## src/rtl/add_seq_ctrl.sv

```systemverilog
// Multi-precision add/subtract sequencer: one shared 4-bit adder slice processes
// captured operands LSB-first, chaining a registered carry, then pulses done.
module add_seq_ctrl #(
  parameter int unsigned W = 16
) (
  input  logic         clk,
  input  logic         rst_n,
  input  logic         start,
  input  logic         sub,
  input  logic [W-1:0] a,
  input  logic [W-1:0] b,
  input  logic         ci,
  output logic         busy,
  output logic         done,
  output logic [W-1:0] s,
  output logic         co,
  output logic         ovf
);

  localparam int unsigned NSLICE = W / 4;
  localparam int unsigned IDX_W  = (NSLICE > 1) ? $clog2(NSLICE) : 1;

  localparam logic [1:0] IDLE = 2'd0;
  localparam logic [1:0] RUN  = 2'd1;
  localparam logic [1:0] DONE = 2'd2;

  logic [1:0]       state;
  logic [1:0]       state_next;
  logic [IDX_W-1:0] idx;
  logic [W-1:0]     a_q;
  logic [W-1:0]     b_q;
  logic [W-1:0]     work;
  logic             carry;

  logic             capture_c;
  logic             step_c;
  logic             last_c;
  logic             busy_next;
  logic             done_next;
  logic [4:0]       slice_sum_c;
  logic [W-1:0]     result_c;
  logic             ovf_c;

  // Shared slice adder and the full result as it will look once this slice is written
  assign last_c      = (idx == IDX_W'(NSLICE - 1));
  assign slice_sum_c = 5'(a_q[4*idx +: 4]) + 5'(b_q[4*idx +: 4]) + 5'(carry);

  always_comb begin
    result_c = work;
    result_c[4*idx +: 4] = slice_sum_c[3:0];
  end

  assign ovf_c = (a_q[W-1] == b_q[W-1]) && (result_c[W-1] != a_q[W-1]);

  // State register
  always_ff @(posedge clk or negedge rst_n) begin
    if (!rst_n) begin
      state <= IDLE;
    end else begin
      state <= state_next;
    end
  end

  // Next-state and control decode
  always_comb begin
    state_next = state;
    capture_c  = 1'b0;
    step_c     = 1'b0;
    busy_next  = 1'b0;
    done_next  = 1'b0;
    case (state)
      IDLE: begin
        if (start) begin
          state_next = RUN;
          capture_c  = 1'b1;
          busy_next  = 1'b1;
        end
      end
      RUN: begin
        step_c = 1'b1;
        if (last_c) begin
          state_next = DONE;
          done_next  = 1'b1;
        end else begin
          busy_next  = 1'b1;
        end
      end
      DONE: begin
        if (start) begin
          state_next = RUN;
          capture_c  = 1'b1;
          busy_next  = 1'b1;
        end else begin
          state_next = IDLE;
        end
      end
      default: state_next = IDLE;
    endcase
  end

  // Operand capture, slice accumulation and result/flag publication
  always_ff @(posedge clk or negedge rst_n) begin
    if (!rst_n) begin
      idx   <= '0;
      a_q   <= '0;
      b_q   <= '0;
      work  <= '0;
      carry <= 1'b0;
      s     <= '0;
      co    <= 1'b0;
      ovf   <= 1'b0;
      busy  <= 1'b0;
      done  <= 1'b0;
    end else begin
      busy <= busy_next;
      done <= done_next;
      if (capture_c) begin
        a_q   <= a;
        b_q   <= sub ? ~b : b;
        carry <= sub ? 1'b1 : ci;
        idx   <= '0;
      end else if (step_c) begin
        work[4*idx +: 4] <= slice_sum_c[3:0];
        carry            <= slice_sum_c[4];
        if (last_c) begin
          idx <= '0;
          s   <= result_c;
          co  <= slice_sum_c[4];
          ovf <= ovf_c;
        end else begin
          idx <= idx + IDX_W'(1);
        end
      end
    end
  end

endmodule

```

## config.mk

```make
export PLATFORM = sky130hd
export DESIGN_NAME = add_seq_ctrl
export DESIGN_NICKNAME = d
export VERILOG_FILES = /design/src/rtl/add_seq_ctrl.sv
export SDC_FILE = /design/constraint.sdc
export NUM_CORES = 1
export LEC_CHECK = 0
export ABC_AREA = 1
export CAP_MARGIN = 20
export CELL_PAD_IN_SITES_DETAIL_PLACEMENT = 0
export CELL_PAD_IN_SITES_GLOBAL_PLACEMENT = 1
export CORE_MARGIN = 4
export CORE_UTILIZATION = 35
export CTS_CLUSTER_DIAMETER = 150
export DETAILED_ROUTE_END_ITERATION = 7
export GPL_ROUTABILITY_DRIVEN = 0
export PLACE_DENSITY = 0.86
export SYNTH_ARGS = -nofsm -noshare
export SYNTH_HDL_FRONTEND = slang
export SYNTH_SLANG_ARGS = --single-unit
```

## constraint.sdc

```tcl
create_clock -name clk -period 2.6 [get_ports clk]
set_clock_uncertainty 0.2 [all_clocks]
set_input_delay 0.52 -clock clk [delete_from_list [all_inputs] [get_ports clk]]
set_output_delay 0.52 -clock clk [all_outputs]
set_load 0.02 [all_outputs]
```

==> impl_metrics.toml, run 1 <==
[status]
status = "finished, final reports clean"

[route]
drt-total-wl_um = 8370
drt_iter0_drc = 117
vias = 2927
firstDrtPassIters = 4
antenna_left = 0
viasPerCell = 4.65
drc = 0
routedWlPerCell_um = 13.3

[clock_tree]
clkTransAtPathRegs_ns = 0.07
insertion_delay_ns = 0.35
numCtsBuffers = 9
cts_buffer_depth = 2
htree_num_levels = 3
cts.sinks = 73
ctsRootBufferMaster = "clkbuf_8"
cts_tree = "yes"

[yosys]
syn-num-nets = 468
synth_area_leaders = "dfrtp_1 (51%), nand2_1 (16%), o21ai_0 (5.6%)"
synth_area_per_cell_um2 = 8.51
synth_area_um2 = 3570
ys_warn_count = 0
async_flop_share_pct = 100
synth_top_flop_cell = "dfrtp_1"
yosysTopAreaCell = "dfrtp_1"
synthCells = 420
yosysUniqueCellTypes = 30
ys_ff_latch = 73
ys_seq_area_share_pct = 51.1
synth_edf_count = 0
synth_top_cell_area_share_pct = 51.1

[final_layout]
stdcell_area_um2 = 4820
diodes = 0
syn_to_final_growth_pct = 34.9
fillers = 924
nets = 539
post_route_cells_drive_above_1_share_pct = 17.3

[place]
io_buffers = 56
dp_hpwl_um = 6110
post_dp_cell_area_um2 = 4360

[power]
p_leak_uw = 0.00224
powerDensity_nw_per_um2 = 1400
ir_worst_vdd_v = 0.000531

[critical_path]
crit_buf_inv = 4
regToRegSetupSlack_ns = 0.01
path_common_cell = "nand2_1"
worstPathRequired_ns = 2.67
path_cells = "clkinvlp_4 > buf_6 > nand2_1 > a32oi_2 > inv_1 > fa_2 > xor2_2 > buf_4 > o32ai_1 > nand2_1 > o21ai_1"
arrival_ns = 2.66
crit_family = "compound AO/OA/AOI/OAI gates"
cp-start-kind = "register"
worstSetupPathType = "reg2reg"
cp_slowest_stage_delay_ns = 0.44
cpMaxStageDelayCell = "dfrtp_2"
crit_path_max_fanout = 8
end_kind = "register"

[timing]
slew_violations = 0
hold_viol = 0
fmaxAchievable_mhz = 386
relSlewSlack_pct = 59.8
setup_viol = 0
worst_pin_slew_ns = 0.603
fin_crit_sh_pct = 99.6
min_period_ns = 2.59
hold_ws_ns = 0.275
rsz0062_at_grt = "yes"

[floorplan]
die_h_um = 109
die-area_um2 = 11900
die_w_um = 109
coreArea_um2 = 9860
num_io_pins = 57
fp-row-count = 36
initial_utilization_pct = 36.2

[global_route]
antenna_found_initial = 0
grt_max_degree = 40
grt_usage_pct = 15.1
gr-total-overflow = 0
grt_pass1_vias = 3046
grt_pass1_wl_um = 14200

[run]
cap_violations = 0

[min_path]
hp-class = "reg2reg"
## cell usage in the layout, fill, tap and decap left out, drive strengths merged, types with 5 or more instances in the layout
master and instances:
nand2 162, clkdlybuf4s50 55, nand3 8, buf 23, nor2 20, bufinv 5, ha 9, o21ai 45
xnor2 16, dfrtp 73, clkbuf 11, inv 33, o22ai 18
## power breakdown
| part | internal (uW) | total [uW] | switching (uW) |
|---|---|---|---|
| clock | 859 | 1290 | 431 |
| sequential | 1610 | 1890 | 289 |
| combinational | 1510 | 3580 | 2060 |
| total | 3980 | 6760 | 2780 |
## layout make-up
cell class,instances,area [um2],share of cell area (%)
Clock inverter,5,150,3.11
Sequential cell,73,1830,37.9
Inverter,34,131,2.72
Clock buffer,11,141,2.93
Timing Repair Buffer,79,758,15.7
Multi-Input combinational cell,294,1650,34.1
Tap cell,133,166,3.45
## path summary, 6_finish.rpt
check	endpoint	depth (start not counted)	startpoint
max	work[10]$_DFFE_PN0P_	11	idx[0]$_DFFE_PN0P_
min	s[14]$_DFFE_PN0P_	2	s[14]$_DFFE_PN0P_
max reg2reg	work[10]$_DFFE_PN0P_	11	idx[0]$_DFFE_PN0P_
min reg2reg	s[14]$_DFFE_PN0P_	2	s[14]$_DFFE_PN0P_
max in group asynchronous	idx[0]$_DFFE_PN0P_	3	rst_n
min in group asynchronous	work[9]$_DFFE_PN0P_	2	rst_n
## flip-flops by register name, indices dropped and copies added (netlist names)
signal  count
a_q        16
busy        1
co          1
state       2
done        1
carry       1
work       16
s          16
ovf         1
b_q        16
idx         2
## logic make-up after synthesis
kind of cell | Yosys count | synth area share, %
buffers and inverters | 53 | 6.79
adders and majority gates | 11 | 4.27
xor gates and xnor gates | 17 | 4.17
AOI/OAI and AO/OA | 72 | 11.3
and+or+nand+nor | 194 | 22.4
DFF | 73 | 51.1
## what timing repair did
item | in CTS | in global routing
setup endpoints to repair | 14 | 20
resized for setup | 9 | 27
pin swaps | 3 | 15
endpoints found under the hold margin | 17 | 0
buffers inserted | 3 | 3
hold buffers | 1 | 0
cloned | 0 | 0
## tightest hold or removal path, stage by stage (launching register included)
cell     delay (ns)
dfrtp_1        0.35
nand2_1        0.05
nand2_1        0.05
## through the flow
step | TNS [ns] | total power (uW) | util, % | cells | setup slack [ns]
floorplan | 0 | 4030 | - | 420 | 0.00265
global placement | 0 | 4930 | 44.2 | 607 | 0.0121
detailed placement | -0.545 | 5020 | 44.2 | 607 | -0.104
CTS | 0 | 6440 | 47.7 | 627 | 0.00417
global route | -0.758 | 7270 | 48.9 | 629 | -0.0972
finish | 0 | 6760 | 48.9 | 629 | 0.0105
## synth_stat cells (2+ instances only)
cell,n
a21oi_1,3
a32oi_1,2
buf_2,5
buf_6,3
clkbuf_1,8
dfrtp_1,73
fa_1,2
ha_1,9
inv_1,30
inv_2,4
nand2_1,157
nand2_2,5
nand3_1,5
nand3_2,3
nand4_1,2
nor2_1,17
nor2_4,2
o21ai_0,40
o21ai_1,5
o22ai_1,18
o32ai_1,3
xnor2_1,16
## layer usage
layer  up-vias  global-route usage (%)  wire length (um)
met3        10                    3.67               370
met1      1355                    18.8              3790
li1       1490                       -                 -
met5         -                       0                 0
met2        72                    25.4              4060
met4         0                    5.86               146
(Power assumes the default switching activity.)
==> run 2: changes to the inputs <==
--- a/config.mk
+++ b/config.mk
@@ -14,6 +14,7 @@
 export CTS_CLUSTER_DIAMETER = 150
 export DETAILED_ROUTE_END_ITERATION = 7
 export GPL_ROUTABILITY_DRIVEN = 0
+export HOLD_SLACK_MARGIN = 0.06
 export PLACE_DENSITY = 0.86
 export SYNTH_ARGS = -nofsm -noshare
 export SYNTH_HDL_FRONTEND = slang
==> results of run 2 <==
The final DEF is identical to that of run 1; final timing and power are the same.
